`src/rtl/pipe_skid_reg.sv`:
```
// Registered valid/ready pipeline stage with a one-entry skid buffer and synchronous flush.
// All handshake outputs and the head data word come straight from flops.
module pipe_skid_reg #(
  parameter int unsigned  W        = 32,
  parameter logic [W-1:0] RST_DATA = '0
) (
  input  logic         clk,
  input  logic         rst,
  input  logic         flush,
  input  logic         in_valid,
  output logic         in_ready,
  input  logic [W-1:0] in_data,
  output logic         out_valid,
  input  logic         out_ready,
  output logic [W-1:0] out_data,
  output logic [1:0]   count
);

  localparam int unsigned CNT_W = 2;

  typedef enum logic [1:0] {
    ST_EMPTY = 2'd0,
    ST_BUSY  = 2'd1,
    ST_FULL  = 2'd2
  } state_e;

  state_e           state_q, state_d;
  logic [W-1:0]     main_q, main_d;
  logic [W-1:0]     skid_q, skid_d;
  logic             in_ready_q, in_ready_d;
  logic             out_valid_q, out_valid_d;
  logic [CNT_W-1:0] count_q, count_d;

  // Next-state and storage update; main always holds the oldest word.
  always_comb begin
    state_d = state_q;
    main_d  = main_q;
    skid_d  = skid_q;
    unique case (state_q)
      ST_EMPTY: begin
        if (in_valid) begin
          main_d  = in_data;
          state_d = ST_BUSY;
        end
      end
      ST_BUSY: begin
        if (out_ready) begin
          if (in_valid) begin
            main_d = in_data;
          end else begin
            state_d = ST_EMPTY;
          end
        end else if (in_valid) begin
          skid_d  = in_data;
          state_d = ST_FULL;
        end
      end
      ST_FULL: begin
        if (out_ready) begin
          main_d  = skid_q;
          state_d = ST_BUSY;
        end
      end
      default: state_d = ST_EMPTY;
    endcase
    // Squash wins over everything; stale data is masked by out_valid.
    if (flush) begin
      state_d = ST_EMPTY;
    end
  end

  // Handshake flags and occupancy are decoded from the next state so they stay registered.
  always_comb begin
    out_valid_d = 1'b0;
    in_ready_d  = 1'b1;
    count_d     = CNT_W'(0);
    unique case (state_d)
      ST_BUSY: begin
        out_valid_d = 1'b1;
        count_d     = CNT_W'(1);
      end
      ST_FULL: begin
        out_valid_d = 1'b1;
        in_ready_d  = 1'b0;
        count_d     = CNT_W'(2);
      end
      default: begin
        out_valid_d = 1'b0;
        in_ready_d  = 1'b1;
        count_d     = CNT_W'(0);
      end
    endcase
  end

  always_ff @(posedge clk or posedge rst) begin
    if (rst) begin
      state_q     <= ST_EMPTY;
      main_q      <= RST_DATA;
      skid_q      <= RST_DATA;
      in_ready_q  <= 1'b1;
      out_valid_q <= 1'b0;
      count_q     <= CNT_W'(0);
    end else begin
      state_q     <= state_d;
      main_q      <= main_d;
      skid_q      <= skid_d;
      in_ready_q  <= in_ready_d;
      out_valid_q <= out_valid_d;
      count_q     <= count_d;
    end
  end

  assign in_ready  = in_ready_q;
  assign out_valid = out_valid_q;
  assign out_data  = main_q;
  assign count     = count_q;

endmodule

```
`config.mk`:
```
export PLATFORM = sky130hd
export DESIGN_NAME = pipe_skid_reg
export DESIGN_NICKNAME = d
export VERILOG_FILES = /design/src/rtl/pipe_skid_reg.sv
export SDC_FILE = /design/constraint.sdc
export NUM_CORES = 1
export LEC_CHECK = 0
export BUFFER_PORTS_ARGS = -buffer_cell sky130_fd_sc_hd__buf_2
export CAP_MARGIN = 0
export CORE_MARGIN = 10
export CORE_UTILIZATION = 49
export DETAILED_ROUTE_END_ITERATION = 16
export PLACE_DENSITY = 0.76
export SKIP_LAST_GASP = 1
export SLEW_MARGIN = 20
export SYNTH_ARGS = -nofsm -noshare
export SYNTH_HDL_FRONTEND = slang
export SYNTH_SLANG_ARGS = --single-unit
```
`constraint.sdc`:
```
create_clock -name clk -period 2.1 [get_ports clk]
set_clock_uncertainty 0.05 [all_clocks]
set_input_delay 0.315 -clock clk [delete_from_list [all_inputs] [get_ports clk]]
set_output_delay 0.315 -clock clk [all_outputs]
set_load 0.1 [all_outputs]
```
Yosys cells after proc, flatten, opt, wreduce, memory -nomap -nowiden
Cells that the tools add are included.
- flip-flop bits (word level): 70
- input bits: 37
- output and inout bits: 36
- logic and storage cells: 32
- equal/unequal tests: 6
- mux-type cells: 14
- bitwise logic cells: 1
- reductions and logical operators: 5
- operator list (operator ; count):
    2-to-1 mux 32 bit ; 3
    case mux 32 bit (3 select lines) ; 1
    2-to-1 mux 2 bit ; 6
    case mux 2 bit (3 select lines) ; 1
    AND reduction 3 bit ; 2
    == test 2 x 1 -> 1 bit, second input constant ; 2
    == test 2 bit, second input constant ; 2
    inequality test 2 bit, second input constant ; 2
    case mux 2 bit (2 select lines) ; 1
    nonzero test 3 bit ; 1
    zero test 2 bit ; 1
    2-to-1 mux 1 bit ; 2
    OR reduction 2 bit ; 1
    NOT 1 bit ; 1

Longest topological paths before layout
Gate-level depths: netlist of run 1.
- depth in word-level cells: 7
- gate-level depth with buffers: 7
- mapped depth without buffers: 5

Worst setup path after synthesis of run 1
OpenSTA, ideal clock, no wires.
- path type: register -> register
- from: reg state_q[1]
- to: reg out_valid_q, in the netlist out_valid
- setup time: 0.063 ns
- data arrival time: 1.482 ns
- data required time: 1.987 ns
- slack: 0.505 ns
- stages on the path, launching flop included: 7
- path buffers: 1
- clock period less this slack: 1.595 ns
- path through: dfrtp_1 > nand2b_4 > nor3b_4 > buf_4 > o21ba_2 > ha_1 > inv_1
- cells in the longest elaborated chain, start to end: 7
- elaborated cells on any way between the ends: 14
- those cells by class: eq/ne (4); mux (8); reduce/logical (2)
- ends and longest elaborated chain (item ; RTL line ; text):
    from (decl) ; 27 ; state_e state_q, state_d;
    from (signal assigned) ; 104 ; state_q <= state_d;
    2-to-1 mux 2 bit (on tied branches) ; 53, 48 ;
    2-to-1 mux 2 bit ; 47 ; if (out_ready) begin
    case mux 2 bit (3 select lines) (*) ; 39 ; unique case (state_q)
    2-to-1 mux 2 bit (*) ; 67 ; if (flush) begin
    net state_d[1] ; 27 ;
    == test 2 bit / == test 2 x 1 -> 1 bit (equally long branches) ; 77 ; unique case (state_d)
    OR reduction 2 bit (no source line) (*) ; - ;
    2-to-1 mux 1 bit (*) ; 77 ;
    net out_valid_d ; 31 ; logic out_valid_q, out_valid_d;
    to (signal assigned) ; 108 ; out_valid_q <= out_valid_d;
    to (decl) ; 31 ;
The timed path passes the listed nets; every way through them passes the cells marked *.
A chain may end at the register's enable or synchronous reset.

Worst setup path in the final report of run 1
- from: reg state_q[0]
- to: reg main_q[3], in the netlist out_data[3]
- cells in the longest elaborated chain, start to end: 3
- elaborated cells on any way between the ends: 8
- those cells by class: eq/ne (4); mux (1); reduce/logical (3)
- ends and longest elaborated chain (item ; RTL line ; text):
    == test 2 x 1 -> 1 bit (tied with other cells) ; 39 ;
    inequality test 2 bit (no source line) / nonzero test 3 bit (equally long branches) ; - ;
    AND reduction 3 bit (no source line) ; - ;
    to (signal assigned) ; 105 ; main_q <= main_d;
    to (decl) ; 28 ; logic [W-1:0] main_q, main_d;
Several ways; a longest one is shown, not always the timed one.

==> metrics.cfg, run 1 <==
[setup_path]
crit_required_ns=2.26
cp-start-kind=register
slowest_stage=dfrtp_1
arrival_ns=1.89
endpoint_kind=register
path_buf_inv=1
crit_chain=nand2b_2 > buf_4 > mux2_2 > mux2_1
critPathKind=reg -> reg
slowest_delay_ns=0.43
crit_path_max_fanout=15
critical-path-top-delay-family=multiplexers

[global_route]
grt_usage_pct=12.8
grt_pass1_wl_um=10400
gr-total-overflow=0
grt_max_degree=35
antenna_found_initial=0
grt_pass1_vias=2097

[final_layout]
diodes=0
drive_gt1_share_pct=70.0
syn2layout_area_growth_pct=19.1
fin_nets=319
finalInstanceArea_um2=3960

[pwr]
internal-power_w=0.00254
vdd_drop_max_mv=0.499
power_w=0.00419
combPwrFrac_pct=35.5
p_sw_share_pct=39.3
p_switching_w=0.00165
power_leakage_nw=2.01
p_per_area_nw_per_um2=1060
seq_power_share_pct=42.3
p_clk_share_pct=22.2

[placed_design]
post_dp_cell_area_um2=3780
gp_congestion=0.763
post-place-ws_ns=0.345
portBuffers=72
place.detailed.hpwl_um=4620

[yosys]
yosys_warnings=0
yosys-top-cells-count=dfrtp_1 (69), mux2_4 (58), mux2_2 (37)
synth.avg_cell_area_um2=16.9
synth_top_area_share_pct=52.0
yosysSeqAreaShare_pct=52.8
synthArstFlopShare_pct=100
synth.cell_area_um2=3320
netlist_top_cells_area=dfrtp_1 (52%), mux2_4 (26%), mux2_2 (13%)
ys_ff_latch=70
synth-edff-count=0
yosys.cell_count.top_type=dfrtp_1
syn_nets=237
netlist_instances=197
synth_ff_type=dfrtp_1
ys_types=21
yosysTopAreaCell=dfrtp_1

[clock_network]
cts.sinks=70
clk_latency_ns=0.33
post_cts_buffers=0
cts_tree=done
cts-htree-levels=3
root_buffer=clkbuf_8
clockBufferDepth=2
post_cts_resized=0
cts.clk_slew.worst_paths_ns=0.07
cts_buffers=9

[hold_path]
hp-class=in -> reg

[floorplan]
start_util_pct=51.4
die_area_um2=10500
die_h_um=102
core_area_um2=6460
die_w_um=102
rows=29
num_io_pins=73

[routing]
drt-initial-drc-count=26
drc_errors=0
ant_nets=0
drtPass1Iterations=4
viasPerCell=5.14
detail_route.wl_per_cell_um=17.3
totalWireLength_um=6220
num_vias=1850

[sta]
maxSlewViolCount=0
tightest_slew_ns=0.540
rsz0062_at_grt=false
finalCritPeriodShare_pct=82.4
hold_viol_final=0
setup_viol=0
fmax_mhz=578
post-route-min-period_ns=1.73
layout_setup_ws_ns=0.369
fin_tns_setup_ns=0
slew_headroom_pct=64.0

[outcome]
status=finished clean

[run]
cap_violations=0

kinds of logic (layout without fill, tap and decap cells):
| group | after synthesis | after routing | share of synthesized area, % |
|---|---|---|---|
| adder cells (fa/ha/maj) | 3 | 3 | 1.13 |
| AND/OR/NAND/NOR | 7 | 7 | 1.77 |
| buffers and inverters | 14 | 100 | 3.32 |
| flip-flops | 70 | 70 | 52.8 |
| multiplexers | 97 | 97 | 39.4 |
| AO/OA/AOI/OAI | 6 | 6 | 1.58 |
routing by layer:
layer	GRT usage, %	routed length (µm)	vias up
met1	14.4	2590	944
met2	22.2	3250	40
li1	-	-	857
met4	6.51	109	0
met3	3.10	263	9
met5	0	0	-
registers in the layout, indices dropped and copies added, names as in the netlist:
name	count
out_data	32
skid_q	32
count	2
state_q	2
in_ready	1
out_valid	1
repair_timing:
item,4_1_cts,5_1_grt
hold buffers,1,0
endpoints found under the setup margin,0,0
hold endpoints to repair,21,0
final timing paths:
| check | startpoint | endpoint | slack (ns) | cells past startpoint |
|---|---|---|---|---|
| setup / recovery | state_q[0] | out_data[3] | 0.37 | 4 |
| hold / removal | in_data[4] | skid_q[4] | 0.17 | 2 |
| setup reg to reg | state_q[0] | out_data[3] | 0.37 | 4 |
| hold reg to reg | skid_q[4] | skid_q[4] | 0.46 | 1 |
| max in group asynchronous | rst | skid_q[3] | 0.91 | 4 |
| min in group asynchronous | rst | out_data[29] | 0.52 | 3 |
power groups by stage:
stage	clock (W)	combinational (W)	sequential [W]
after CTS	0.000957	0.00151	0.00178
after detailed placement	0	0.00150	0.00180
after global routing	0.00103	0.00155	0.00182
after global placement	0	0.00148	0.00178
final	0.000931	0.00149	0.00177
after floorplan	0	0.000491	0.00254
cell usage in the layout (no fill, tap or decap), types with 2 or more instances in the layout:
master    count
buf_12        2
buf_2        72
buf_4         6
clkbuf_8     10
clkinv_2      3
dfrtp_1      69
ha_1          3
inv_1         3
mux2_2       37
mux2_4       58
nor2_1        2
o21ba_2       2
o21bai_1      2
area by class of cell:
cell class              instances  area, µm²
clock buffers                  11        141
clock inverters                 4       23.8
fillers                       524       2500
inverters                       4       18.8
multi-input cells             113       1470
flip-flops and latches         70       1750
well taps                      77       96.3
repair buffers                 81        455
per-stage QoR:
step,utilization (%),hold slack (ns),instances
floorplan,-,0.417,197
global placement,58.5,0.338,344
detailed placement,58.5,0.349,344
CTS,61.3,0.157,360
global route,61.3,0.162,360
finish,61.3,0.170,360
Note: power is estimated with default switching activity, not from simulation.
==> run 2: changes to the inputs <==
CORE_UTILIZATION = 54   (was 49)
PLACE_DENSITY = 0.79   (was 0.76)
clock period = 1.7 ns   (was 2.1 ns; I/O delays follow)
==> run 2 against run 1 <==
Compared with the run above: fmax is 4.3% higher; sequential share of layout area is 2.1 points lower; worst setup slack worse by 0.33 ns; via count is 0.81% lower; final area is 4.9% higher; global-route usage is 0.39 points higher; largest cell class unchanged.
==> metrics.cfg, run 2 (synthesized netlist as in run 1, its figures left out) <==
[placed_design]
dp.cells=343  ; -0.29%
portBuffers=72  ; unchanged
post-place-ws_ns=0.0317  ; -0.313 ns
gp_congestion=0.679  ; -11%
place.detailed.hpwl_um=4530  ; -1.9%

[sta]
layout_setup_ws_ns=0.0405  ; -0.329 ns
tightest_slew_ns=0.505  ; -0.0348 ns
setup_viol=0  ; unchanged
finalCritPeriodShare_pct=97.6  ; +15 points
hold_viol_final=0  ; unchanged
rsz0062_at_grt=true
fmax_mhz=603  ; +4.3%
slew_headroom_pct=66.6  ; +2.6 points
maxSlewViolCount=0  ; unchanged
post-route-min-period_ns=1.66  ; -0.0714 ns

[floorplan]
num_io_pins=73  ; unchanged
die_area_um2=9690  ; -7.5%
die_h_um=98.4  ; -3.8%
core_area_um2=5960  ; -7.8%
die_w_um=98.4  ; -3.8%
rows=28  ; -3.4%
start_util_pct=55.8  ; +4.3 points

[setup_path]
critPathKind=reg -> reg
endpoint_kind=register
arrival_ns=1.83  ; -0.06 ns
crit_required_ns=1.87  ; -0.39 ns
slowest_delay_ns=0.43  ; about the same
cp-start-kind=register
reg2reg_slack_ns=0.04  ; -0.33 ns
crit_path_max_fanout=7  ; -8
slowest_stage=dfrtp_1
crit_chain=nand2b_4 > nor3b_4 > buf_12 > clkbuf_16 > mux2_2

[global_route]
gr-usage-met2_pct=21.9  ; -0.24 points
gr-total-overflow=0  ; unchanged
grt_pass1_vias=2039  ; -2.8%
grt_max_degree=41  ; +17%
antenna_found_initial=0  ; unchanged
grt_use_met1_pct=14.6  ; +0.22 points
grt_busiest_layer=met2
grt_usage_pct=13.2  ; +0.39 points
grt_pass1_wl_um=10400  ; -0.40%
use_met3_pct=5.38  ; +2.3 points

[final_layout]
syn2layout_area_growth_pct=25.0
final_cell_mix=buf_2 (72), dfrtp_1 (69), mux2_4 (58)
stdcell_count=364  ; +1.1%
diodes=0  ; unchanged
post-route-util_pct=69.7  ; +8.5 points
drive_gt1_share_pct=70.9  ; +0.97 points
final_common_cell=buf_2
fin_nets=324  ; +1.6%

[outcome]
status=finished clean

[routing]
totalWireLength_um=6440  ; +3.5%
drc_errors=0  ; unchanged
drt-initial-drc-count=19  ; -27%
num_vias=1835  ; -0.81%
detail_route.wl_per_cell_um=17.7  ; +2.4%
viasPerCell=5.04  ; -1.9%
ant_nets=0  ; unchanged
drtPass1Iterations=3  ; -1

[clock_network]
cts.sinks=70  ; unchanged
clk_latency_ns=0.34  ; about the same
post_cts_resized=0  ; unchanged
cts.clk_slew.worst_paths_ns=0.08  ; about the same
cts_buffers=9  ; unchanged
cts-htree-levels=3  ; unchanged
root_buffer=clkbuf_8
cts_tree=done
clockBufferDepth=2  ; unchanged

[hold_path]
hp-class=in -> reg

[pwr]
power_leakage_nw=2.09  ; +4.0%
p_per_area_nw_per_um2=1300  ; +23%
vdd_drop_max_mv=0.778  ; +56%

[run]
cap_violations=0  ; unchanged

run 2: per-layer routing:
layer / wire length [µm] / share of wire (%) / vias to the layer above
li1: - / - / 870
met1: 2600 / 40 / 903
met2: 3270 / 51 / 53
met3: 473 / 7.3 / 9
met4: 82 / 1.3 / 0
met5: 0 / 0 / -
run 2: cell type report:
cell class	instances	area (µm²)
Clock inverter	6	61.3
Timing Repair Buffer	86	619
Clock buffer	10	138
Fill cell	419	1800
Multi-Input combinational cell	113	1470
Inverter	4	18.8
Tap cell	75	93.8
Sequential cell	70	1750
run 2: final timing paths:
path                            cells after the start        start      endpoint
worst max-delay path                                5   state_q[1]    skid_q[23]
min in group asynchronous                           4          rst  out_data[13]
max in group asynchronous                           4          rst      in_ready
worst min register to register                      1    skid_q[3]     skid_q[3]
worst max register to register                      5   state_q[1]    skid_q[23]
worst min-delay path                                2  in_data[30]    skid_q[30]
run 2: repair_timing:
action,4_1_cts,5_1_grt
setup endpoints to repair,0,22
endpoints found under the hold margin,69,0
hold buffers,1,0
setup buffers,0,1
run 2: power breakdown:
group	leakage [nW]	switching (W)	total (W)	internal, W
clock	0.102	0.000618	0.00133	0.000712
combinational	1.15	0.00128	0.00189	0.000608
sequential	0.836	0.000177	0.00219	0.00201
total	2.09	0.00207	0.00541	0.00333
run 2: worst max-delay path, delay by kind of cell (launching register included):
kind                   cells  cell delay [ns]
multiplexers               1             0.32
flip-flops                 1             0.43
AND/OR/NAND/NOR            2             0.41
buffers and inverters      2             0.32
run 2: per-stage QoR:
step | total power [W] | setup TNS (ns) | cell area, µm² | hold slack, ns
2_1_floorplan | 0.00374 | 0 | 3320 | 0.357
3_3_place_gp | 0.00406 | 0 | 3860 | 0.286
3_5_place_dp | 0.00411 | 0 | 3860 | 0.286
4_1_cts | 0.00547 | 0 | 4070 | 0.0972
5_1_grt | 0.00565 | -0.0833 | 4150 | 0.104
6_report | 0.00541 | 0 | 4150 | 0.113
==> run 3: changes to the inputs <==
GPL_TIMING_DRIVEN = 0   (was default)
SETUP_SLACK_MARGIN = 0.5   (was default)
==> run 3 against run 2 <==
Compared with the run above: sequential power is 5% higher; clock power hardly changed; global-route usage is 2.8 points higher; fmax is 2.5% higher; critical path depth stayed put; die area stayed put; critical path type unchanged; flip-flop and latch count stayed put; clock-buffer cell count is 3 higher.
==> metrics.cfg, run 3 (synthesized netlist as in run 1, its figures left out) <==
[setup_path]
arrival_ns=1.79  ; -0.04 ns
crit_required_ns=1.87  ; about the same
critPathKind=reg -> reg
crit_path_max_fanout=10  ; +3
endpoint_kind=register
cp-start-kind=register

[pwr]
power_w=0.00613  ; +13%
power_leakage_nw=2.36  ; +13%
vdd_drop_max_mv=0.771  ; -0.95%
p_per_area_nw_per_um2=1250  ; -4.3%

[global_route]
antenna_found_initial=0  ; unchanged
grt_pass1_vias=2353  ; +15%
grt_pass1_wl_um=12500  ; +20%
grt_usage_pct=16.0  ; +2.8 points
grt_max_degree=26  ; -37%
gr-total-overflow=0  ; unchanged

[final_layout]
final_cell_mix=mux2_4 (66), buf_12 (41), dfrtp_1 (39)
fin_nets=346  ; +6.8%
stdcell_count=386  ; +6.0%
diodes=0  ; unchanged
post-route-util_pct=82.6  ; +13 points
drive_gt1_share_pct=83.6  ; +13 points
syn2layout_area_growth_pct=48.1
final_common_cell=mux2_4
fillerInstances=302  ; -28%

[clock_network]
cts-htree-levels=3  ; unchanged
root_buffer=clkbuf_8
cts_tree=done
clockBufferDepth=2  ; unchanged
clk_latency_ns=0.34  ; about the same
cts.sinks=70  ; unchanged
cts.clk_slew.worst_paths_ns=0.08  ; about the same
cts_buffers=9  ; unchanged

[sta]
fin_tns_setup_ns=0  ; unchanged
slew_headroom_pct=62.7  ; -3.9 points
post-route-min-period_ns=1.62  ; -0.0409 ns
hold_viol_final=0  ; unchanged
worst_hold_slack_ns=0.107  ; -0.00693 ns
fmax_mhz=618  ; +2.5%
maxSlewViolCount=0  ; unchanged
tightest_slew_ns=0.556  ; +0.0513 ns
finalCritPeriodShare_pct=95.2  ; -2.4 points
rsz0062_at_grt=true
setup_viol=0  ; unchanged

[hold_path]
hp-class=in -> reg

[floorplan]
die_w_um=98.4  ; unchanged
num_io_pins=73  ; unchanged
start_util_pct=55.8  ; unchanged
core_area_um2=5960  ; unchanged
die_h_um=98.4  ; unchanged
rows=28  ; unchanged
die_area_um2=9690  ; unchanged

[routing]
ant_nets=0  ; unchanged
viasPerCell=5.16  ; +2.3%
drc_errors=0  ; unchanged
detail_route.wl_per_cell_um=20.3  ; +15%
totalWireLength_um=7850  ; +22%
drt-initial-drc-count=36  ; +17
num_vias=1990  ; +8.4%
drtPass1Iterations=4  ; +1

[outcome]
status=finished clean

[run]
cap_violations=0  ; unchanged

[placed_design]
portBuffers=72  ; unchanged
place.detailed.hpwl_um=4950  ; +9.1%
gp_congestion=0.699  ; +3.1%
dp.cells=346  ; +0.87%

==> run 3: cell count changes in the layout (fill, tap and decap cells not counted), sizes merged <==
cell / change
clkinvlp: +1
buf: +23
clkbuf: +1
clkinv: -3
==> run 3: worst paths after layout <==
path | from | endpoint | slack [ns] | cells after the start
worst max register to register | state_q[1] | skid_q[23] | 0.08 | 5
max in group asynchronous | rst | in_ready | 0.67 | 4
worst max-delay path | state_q[1] | skid_q[23] | 0.08 | 5
min in group asynchronous | rst | out_data[15] | 0.42 | 3
worst min-delay path | in_data[17] | skid_q[17] | 0.11 | 2
worst min register to register | skid_q[29] | skid_q[29] | 0.46 | 1
==> run 3: cell type report <==
type / count / area, µm² / share of cell area, %
flip-flops and latches: 70 / 1790 / 36.4
multi-input cells: 113 / 1530 / 31.1
repair buffers: 97 / 1110 / 22.6
plain buffers: 10 / 168 / 3.41
clock buffers: 13 / 159 / 3.23
well taps: 75 / 93.8 / 1.91
clock inverters: 3 / 42.5 / 0.865
inverters: 4 / 18.8 / 0.382
repair inverters: 1 / 5.00 / 0.102
==> run 3: where the power goes <==
part | switching, W | internal, W | total (W)
Sequential | 0.000274 | 0.00204 | 0.00231
Clock | 0.000604 | 0.000757 | 0.00136
Combinational | 0.00134 | 0.00112 | 0.00246
==> run 3: stage by stage <==
step | instance area [µm²] | setup WS (ns)
finish | 4920 | 0.0814
global route | 4920 | 0.0159
CTS | 4800 | 0.0709
detailed placement | 3910 | -0.0994
global placement | 3870 | -0.0898
floorplan | 3410 | 0.118
==> run 3: timing repair <==
| action | in CTS | in global routing |
|---|---|---|
| gates cloned | 1 | 1 |
| hold buffers | 1 | 0 |
| hold endpoints to repair | 20 | 0 |
| setup buffers | 16 | 5 |
| setup endpoints to repair | 106 | 107 |
| pin swaps | 4 | 1 |
| gates resized for setup | 150 | 18 |
==> run 3: per-layer routing <==
layer / GRT usage (%) / routed length, µm / vias to the layer above
li1: - / - / 913
met1: 17.6 / 3020 / 1020
met2: 28.3 / 4350 / 48
met3: 4.68 / 372 / 9
met4: 6.28 / 101 / 0
met5: 0 / 0 / -
==> run 3: critical path: stages (launching register included) <==
cell      delay, ns
dfrtp_2        0.44
nand2b_4       0.17
nor3b_4        0.20
buf_6          0.16
buf_8          0.14
mux2_2         0.34
